File: src/rtl/mixer_pkg.sv
// rtl/mixer_pkg.sv - shared word format and scheduler state encodings for mixer_arb
package mixer_pkg;
  localparam int WORD_W   = 9;
  localparam int FLAG_BIT = 8;

  typedef enum logic [1:0] {
    IDLE  = 2'd0,
    XFER  = 2'd1,
    DRAIN = 2'd2
  } state_t;
endpackage

File: src/rtl/rr_pick.sv
// rtl/rr_pick.sv - combinational priority-class then round-robin selector
module rr_pick #(
  parameter int N  = 6,
  parameter int IW = (N > 1) ? $clog2(N) : 1
) (
  input  logic [N-1:0]  req,
  input  logic [N-1:0]  prio,
  input  logic [IW-1:0] ptr,
  output logic [N-1:0]  winner,
  output logic [IW-1:0] idx
);
  logic [N-1:0] cand;
  int           pos;

  always_comb begin
    cand   = (|(req & prio)) ? (req & prio) : req;
    winner = '0;
    idx    = '0;
    pos    = 0;
    // Walk from the farthest slot back toward ptr so the nearest requester wins last.
    for (int k = N - 1; k >= 0; k--) begin
      pos = int'(ptr) + k;
      if (pos >= N) pos = pos - N;
      if (cand[IW'(pos)]) begin
        winner = N'(1) << pos;
        idx    = IW'(pos);
      end
    end
  end
endmodule

File: src/rtl/mixer_arb.sv
// rtl/mixer_arb.sv - frame-granular scheduler sharing one output FIFO write port among input FIFOs
module mixer_arb
  import mixer_pkg::*;
#(
  parameter int NUM_PORTS     = 6,
  parameter int STALL_TIMEOUT = 1024,
  parameter int TMO_W         = 11
) (
  input  logic                          sys_clk,
  input  logic                          sys_rst,
  input  logic [WORD_W*NUM_PORTS-1:0]   port_dout,
  input  logic [NUM_PORTS-1:0]          port_empty,
  output logic [NUM_PORTS-1:0]          port_rd_en,
  input  logic [NUM_PORTS-1:0]          prio_en,
  output logic [WORD_W-1:0]             din,
  input  logic                          full,
  output logic                          wr_en,
  output logic [NUM_PORTS-1:0]          grant,
  output logic                          stall_err
);
  localparam int IW = (NUM_PORTS > 1) ? $clog2(NUM_PORTS) : 1;

  state_t               state, nstate;
  logic [IW-1:0]        gidx, rr_ptr, next_ptr, pick_idx;
  logic [NUM_PORTS-1:0] req, pick_oh;
  logic [WORD_W-1:0]    dout_arr [NUM_PORTS];
  logic [WORD_W-1:0]    word;
  logic [TMO_W-1:0]     wdog;
  logic                 seen_data, rd_d1;
  logic                 term_now, timeout, rd_any, wd_count;

  for (genvar i = 0; i < NUM_PORTS; i++) begin : g_split
    assign dout_arr[i] = port_dout[WORD_W*i +: WORD_W];
  end

  assign req      = ~port_empty;
  assign next_ptr = (gidx == IW'(NUM_PORTS - 1)) ? '0 : gidx + 1'b1;

  rr_pick #(.N(NUM_PORTS), .IW(IW)) u_pick (
    .req    (req),
    .prio   (prio_en),
    .ptr    (rr_ptr),
    .winner (pick_oh),
    .idx    (pick_idx)
  );

  always_ff @(posedge sys_clk or negedge sys_rst) begin
    if (!sys_rst) state <= IDLE;
    else          state <= nstate;
  end

  // Reads stop in the same cycle the terminator comes back, so no word of the next frame is taken.
  always_comb begin
    nstate   = state;
    word     = dout_arr[gidx];
    term_now = 1'b0;
    timeout  = 1'b0;
    rd_any   = 1'b0;
    wd_count = 1'b0;
    case (state)
      IDLE:  if (|req) nstate = XFER;
      XFER: begin
        term_now = rd_d1 & ~word[FLAG_BIT] & seen_data;
        wd_count = seen_data & port_empty[gidx];
        timeout  = wd_count & ~term_now & (wdog == TMO_W'(STALL_TIMEOUT - 1));
        rd_any   = ~port_empty[gidx] & ~full & ~term_now;
        if (term_now || timeout) nstate = DRAIN;
      end
      DRAIN: if (!rd_d1) nstate = IDLE;
      default: nstate = IDLE;
    endcase
    port_rd_en = rd_any ? grant : '0;
  end

  always_ff @(posedge sys_clk or negedge sys_rst) begin
    if (!sys_rst) begin
      grant     <= '0;
      gidx      <= '0;
      rr_ptr    <= '0;
      seen_data <= 1'b0;
      rd_d1     <= 1'b0;
      wdog      <= '0;
      din       <= '0;
      wr_en     <= 1'b0;
      stall_err <= 1'b0;
    end else begin
      rd_d1     <= rd_any;
      wr_en     <= rd_d1;
      stall_err <= timeout;
      if (rd_d1) din <= word;
      if (rd_any || state != XFER) wdog <= '0;
      else if (wd_count)           wdog <= wdog + 1'b1;
      case (state)
        IDLE:  if (|req) begin
          grant <= pick_oh;
          gidx  <= pick_idx;
        end
        XFER:  if (rd_d1 && word[FLAG_BIT]) seen_data <= 1'b1;
        DRAIN: if (!rd_d1) begin
          grant     <= '0;
          seen_data <= 1'b0;
          rr_ptr    <= next_ptr;
        end
        default: ;
      endcase
    end
  end
endmodule

File: config.mk
export PLATFORM = sky130hd
export DESIGN_NAME = mixer_arb
export DESIGN_NICKNAME = d
export VERILOG_FILES = /design/src/rtl/mixer_pkg.sv /design/src/rtl/rr_pick.sv /design/src/rtl/mixer_arb.sv
export SDC_FILE = /design/constraint.sdc
export NUM_CORES = 1
export LEC_CHECK = 0
export ABC_AREA = 0
export CORE_ASPECT_RATIO = 0.75
export CORE_MARGIN = 3
export CORE_UTILIZATION = 51
export DETAILED_ROUTE_END_ITERATION = 6
export PLACE_DENSITY_LB_ADDON = 0.08
export SETUP_SLACK_MARGIN = 0.2
export SLEW_MARGIN = 20
export SYNTH_ARGS = -nofsm -noshare
export SYNTH_HDL_FRONTEND = slang
export SYNTH_SLANG_ARGS = --single-unit
File: constraint.sdc
create_clock -name sys_clk -period 4.8 [get_ports sys_clk]
set_clock_uncertainty 0.2 [all_clocks]
set_input_delay 0.96 -clock sys_clk [delete_from_list [all_inputs] [get_ports sys_clk]]
set_output_delay 0.96 -clock sys_clk [all_outputs]
set_load 0.005 [all_outputs]
# Word level (Yosys, flattened, before mapping)
# Cells that the tools add are included.
# W data, S select, Z words.
# word_totals
inputBits	69
register_bits	38
# op_classes
addsub	13
n_eq_ne	9
order_cmp	14
n_shift	6
reduce_logical	14
bitwise_logic	15
muxes	59
# op_table
op	count
$mux W32	6
$shl A1 B32 Y6 const A	6
$ge A32 B4 Y1 const B	5
$sub A32 B4 Y32 const B	5
$mux W6	10
$lt A3 B5 Y1 const B	6
$bmux W9 S3	1
$mux W11	2
$bmux W1 S3	7
$mux W3	7
$mux W1	18
$mux W9	2
$pmux W6 S2	1
$reduce_or A6 Y1	2
$add A11 B1 Y11 const B	1
$eq A11 B10 Y1 const B	1
$reduce_and A3 Y1	3
$add A3 B2 Y4 const B	2
$add A3 B3 Y4 const B	2
$ne A2 B2 Y1 const B	4
$and A1 B1 Y1	7
$and A6 B6 Y6	1
$mux W2	3
$not A6 Y6	1
19 further kinds	27

# Longest topological paths before layout
# logic_depth
ltp_word	15
depth_mapped	17
mapped_depth_nobuf	15

# Cells and area by module
# A second synthesis with hierarchy kept.
# unflattened
hier_cells	486
area_unflattened_um2	4205.3
# modules_own_cells
module	seq_area_each_um2	area_each_um2	instances	cells_per_inst
mixer_arb	950.9	2189.6	1	213
rr_pick	0.0	2015.7	1	273

# Least setup slack after synthesis
# No wires, ideal clock.
# synth_path
path_kind	register to register
from	reg rr_ptr[0]
to	reg grant[0]
t_arrival_ps	3236
path_stages_with_launch	14
synth_period_minus_slack_ps	3562
slack_ps	1238
setup_time_ps	126
t_required_ps	4474
cell_sequence	dfrtp_1 -> inv_1 -> buf_2 -> ha_1 -> buf_2 -> clkinv_1 -> ha_1 -> o21a_1 -> a211o_1 -> o21ai_4 -> nor4bb_4 -> a221oi_2 -> a211oi_1 -> a221o_1
# synth_between
elab_chain_cells	14
elab_cells_between_ends	55
cone_classes	add/sub (11); order compare (6); shift (6); mux (32)
# synth_lines
item	line_no	text
from (decl)	mixer_arb.sv:24	logic [IW-1:0] gidx, rr_ptr, next_ptr, pick_idx;
from (signal assigned)	mixer_arb.sv:102	rr_ptr <= next_ptr;
$add A3 B3 Y4	rr_pick.sv:22	pos = int'(ptr) + k;
$sub A32 B4 Y32 or $ge A32 B4 Y1 (tied branches)	rr_pick.sv:23	if (pos >= N) pos = pos - N;
$mux W32	rr_pick.sv:23	
$bmux W1 S3	rr_pick.sv:24	if (cand[IW'(pos)]) begin
$mux W1 (not written as such) (2 in a row)	rr_pick.sv:24	
$mux W6 (5 in a row)	rr_pick.sv:24	
$mux W6 *	rr_pick.sv:24	
$mux W6 *	mixer_arb.sv:94	IDLE: if (|req) begin
$pmux W6 S2 *	mixer_arb.sv:93	case (state)
to (signal assigned)	mixer_arb.sv:95	grant <= pick_oh;
to (decl)	mixer_arb.sv:18	output logic [NUM_PORTS-1:0] grant,
# Mark *: on every way between the ends. The rest lies on a longest branch, timed or not. The select of a mux whose other input is x is not followed.
# A chain may end at the register's enable or synchronous reset.

# Worst setup path after layout
# layout_path
from	in port_empty[2]
to	out port_rd_en[5]
# layout_between
elab_chain_cells	7
# layout_lines
item	line_no	text
from (decl)	mixer_arb.sv:12	input logic [NUM_PORTS-1:0] port_empty,
$bmux W1 S3	mixer_arb.sv:66	rd_any = ~port_empty[gidx] & ~full & ~term_now;
$mux W1 (not written as such)	mixer_arb.sv:66	
$not A1 Y1	mixer_arb.sv:66	
$and A1 B1 Y1 (2 in a row)	mixer_arb.sv:66	
$mux W1	mixer_arb.sv:60	case (state)
via rd_any	mixer_arb.sv:30	logic term_now, timeout, rd_any, wd_count;
$mux W6	mixer_arb.sv:72	port_rd_en = rd_any ? grant : '0;
to (decl)	mixer_arb.sv:13	output logic [NUM_PORTS-1:0] port_rd_en,
# The timed path passes the listed nets, and every way through them passes these cells. The select of a mux whose other input is x is not followed.

==> qor.csv <==
stage,metric,value,unit
detailed_routing,initial DRC count,458,
clock_tree,CTS tree,done,
clock_tree,Setup Buffers After CTS,0,
timing,Max Clk Rate,0.221,GHz
floorplanning,DIE AREA,8770,µm²
yosys,Syn Nets,563,
floorplanning,die height,81.8,µm
yosys,Post-Syn Area,3910,µm²
finish,Antenna diodes,0,
worst_setup_path,Critical Path End Type,primary output,
floorplanning,Ports,92,
detailed_routing,DR DRC count,0,
timing,final setup fails,0,
floorplanning,FP Rows,26,
detailed_routing,wire per inst,18.6,µm
global_route,largest net degree at the start of global routing,39,
global_route,initial antenna violation count,0,
yosys,"FFs w/ async S/R, synth",100,%
clock_tree,Root Driver,clkbuf_8,
floorplanning,Die Span X,107,µm
placed_design,DPL Wire Length,9710,µm
job,Max-cap violations,0,
timing,setup TNS,0,ns
min_path,Min-Delay Path Class,flop to flop,
timing,relative slew slack,44.6,%
yosys,Syn Inst Count,475,
finish,synthesis-to-finish area growth,30.2,%
placed_design,GP Congestion,0.972,
clock_tree,register clock-pin slew on the reported worst setup and hold paths,0.07,ns
detailed_routing,Routed Antenna Nets,0,
clock_tree,CTS Buffer Depth,2,
timing,Final Max Slew Viols,0,
clock_tree,cts hold-fix bufs,0,
detailed_routing,DRT Pass-1 Iters,5,
worst_setup_path,Crit path required time,3.64,ns
clock_tree,clk_lat worst skew,0.29,ns
yosys,Unique masters post-synth,75,
finish,layout cells sized above 1,12.1,%
clock_tree,CTS sink cnt,38,
detailed_routing,Vias,4097,
clock_tree,cts bufs inserted,5,
global_route,number of global-route vias before repair,3958,
finish,Layout Nets,649,
yosys,Ys Warns,0,
floorplanning,initial core utilization,54.9,%
worst_setup_path,r2r setup slk,0.77,ns
global_route,gr usage total,28.1,%
yosys,number of flops mapped to enable cells by yosys,0,
timing,Fin Hold WS,0.328,ns
floorplanning,core area,7120,µm²
worst_setup_path,CP Class,primary input to primary output,
timing,RSZ-0062 raised after global routing,no,
global_route,gr ovfl total,0,
yosys,Yosys reg bits,38,
worst_setup_path,CP max FO,7,
worst_setup_path,CP arrival,3.36,ns
detailed_routing,Total Wirelength,12300,µm
power_and_ir_drop,Peak VDD IR,0.000669,V
power_and_ir_drop,Static Leak,0.00202,µW
timing,fin crit share,94.2,%
placed_design,IO buf count,91,
timing,Worst Tran Pin Value,0.830,ns
power_and_ir_drop,power density over the cells,815,nW/µm²
detailed_routing,vias per inst,6.21,
timing,endpoints failing hold,0,
status,status,"finished, final reports clean",
global_route,first-pass GRT wire length,19600,µm
worst_setup_path,crit path launch type,primary input,
clock_tree,H-tree Lvls,2,
yosys,Syn Area/Cell,8.23,µm²
yosys,sequential area share after synthesis,24.3,%
timing,Tmin final,4.52,ns
yosys,Most used DFF post-synth,dfrtp_1,
-- critical path, cell delays in order --
cell and delay (ns):
clkdlybuf4s50_1 0.47, mux4_2 0.49, a22o_4 0.29, or3_4 0.36, nor2_4 0.15, and2_1 0.14
clkdlybuf4s50_1 0.49
-- final timing paths --
path,cells after the start,end,start
max,7,port_rd_en[5],port_empty[2]
min,2,seen_data,seen_data
max reg2reg,11,grant[3],rr_ptr[2]
min reg2reg,2,seen_data,seen_data
max in group asynchronous,1,din[5],sys_rst
min in group asynchronous,1,wdog[2],sys_rst
-- state kept, by name (all words and copies together) (netlist names) --
register / cells
din: 9
gidx: 3
grant: 6
rd_d1: 1
rr_ptr: 3
seen_data: 1
stall_err: 1
state: 2
wdog: 11
wr_en: 1
-- logic make-up after synthesis --
family	share of synthesized area [%]
xor+xnor	3.30
flops	24.3
compound gates	26.3
simple gates	24.2
mux	11.3
buf+inv	4.61
fa+ha+maj	6.08
-- metrics by stage --
| step | utilization (%) | cell area, µm² | std cells | setup slack, ns | power [µW] |
|---|---|---|---|---|---|
| global placement | 69.2 | 4930 | 652 | 0.141 | 3630 |
| CTS | 71.3 | 5080 | 660 | 0.230 | 4040 |
| finish | 71.5 | 5090 | 660 | 0.277 | 4150 |
| floorplan | - | 3910 | 475 | 1.24 | 2810 |
| global route | 71.5 | 5090 | 660 | 0.189 | 4440 |
| detailed placement | 69.2 | 4930 | 652 | 0.0950 | 3680 |
-- where the power goes --
part | leakage [µW] | internal (µW) | switching, µW
combinational | 0.00148 | 1300 | 1950
clock | 0.0000683 | 208 | 115
sequential | 0.000477 | 425 | 152
total | 0.00202 | 1930 | 2220
-- layout by cell type, fill, tap and decap left out, types with 5 or more instances in the layout --
cell type and n:
mux4_2 10, ha_1 19, clkdlybuf4s50_1 89, nand3_1 9, mux2i_1 8, nand2_1 32, dfrtp_1 38, or3_1 8
and2_1 11, a22oi_1 10, and3_1 8, nand2b_1 11, inv_1 15, o21ai_0 21, xnor2_1 6, buf_4 14
nor2_1 55, clkbuf_8 5, xor2_1 5, nor3_1 24, nor2b_1 7, a31oi_1 8, o21ai_1 6, mux2_2 12
a21oi_1 38, a211oi_1 6
-- cell usage after synthesis, drive strengths merged (2+ instances only) --
cell type,instances,area (µm²)
mux4,10,225
a31o,4,35.0
a32oi,4,35.0
nand3,9,45.0
o31a,2,17.5
a22o,3,26.3
nor2b,8,52.6
nor3,25,130
nand2,32,120
a22oi,10,75.1
a311oi,2,23.8
o31ai,5,51.3
or2,3,18.8
o21a,2,15.0
o21ai,28,151
a31oi,9,62.6
nor2,56,210
xnor2,7,68.8
o2111ai,2,17.5
a41oi,2,17.5
a21oi,39,199
buf,11,56.3
a221o,2,20.0
dfrtp,38,951
ha,19,238
a311o,3,30.0
and2,12,75.1
and3,8,50.1
a41o,3,30.0
nor4,3,33.8
mux2i,8,80.1
inv,17,63.8
o211ai,5,42.5
xor2,6,60.1
clkbuf,15,56.3
a211o,2,17.5
a21o,3,22.5
nand4,4,25.0
or3,9,56.3
nand2b,11,68.8
a211oi,6,45.0
mux2,12,135
-- final cells by class --
| cell class | count | area [µm²] |
|---|---|---|
| clock buffer | 5 | 68.8 |
| timing repair buffer | 105 | 1010 |
| sequential | 38 | 951 |
| inverter | 18 | 67.6 |
| tap | 98 | 123 |
| fill | 551 | 2030 |
| clock inverter | 3 | 68.8 |
| multi-input combinational | 393 | 2800 |
-- routing by layer --
metal	global-route usage (%)	vias up	routed length (µm)
met4	5.87	0	205
li1	-	1953	-
met2	41.9	245	5200
met1	40.6	1875	5450
met3	8.17	24	1430
met5	0	-	0
-- repair_timing --
| action | in CTS | in global routing |
|---|---|---|
| pin swaps | 0 | 1 |
| endpoints found under the setup margin | 6 | 6 |
| resized for setup | 2 | 3 |
No activity file was read; power rests on OpenSTA's default activity.
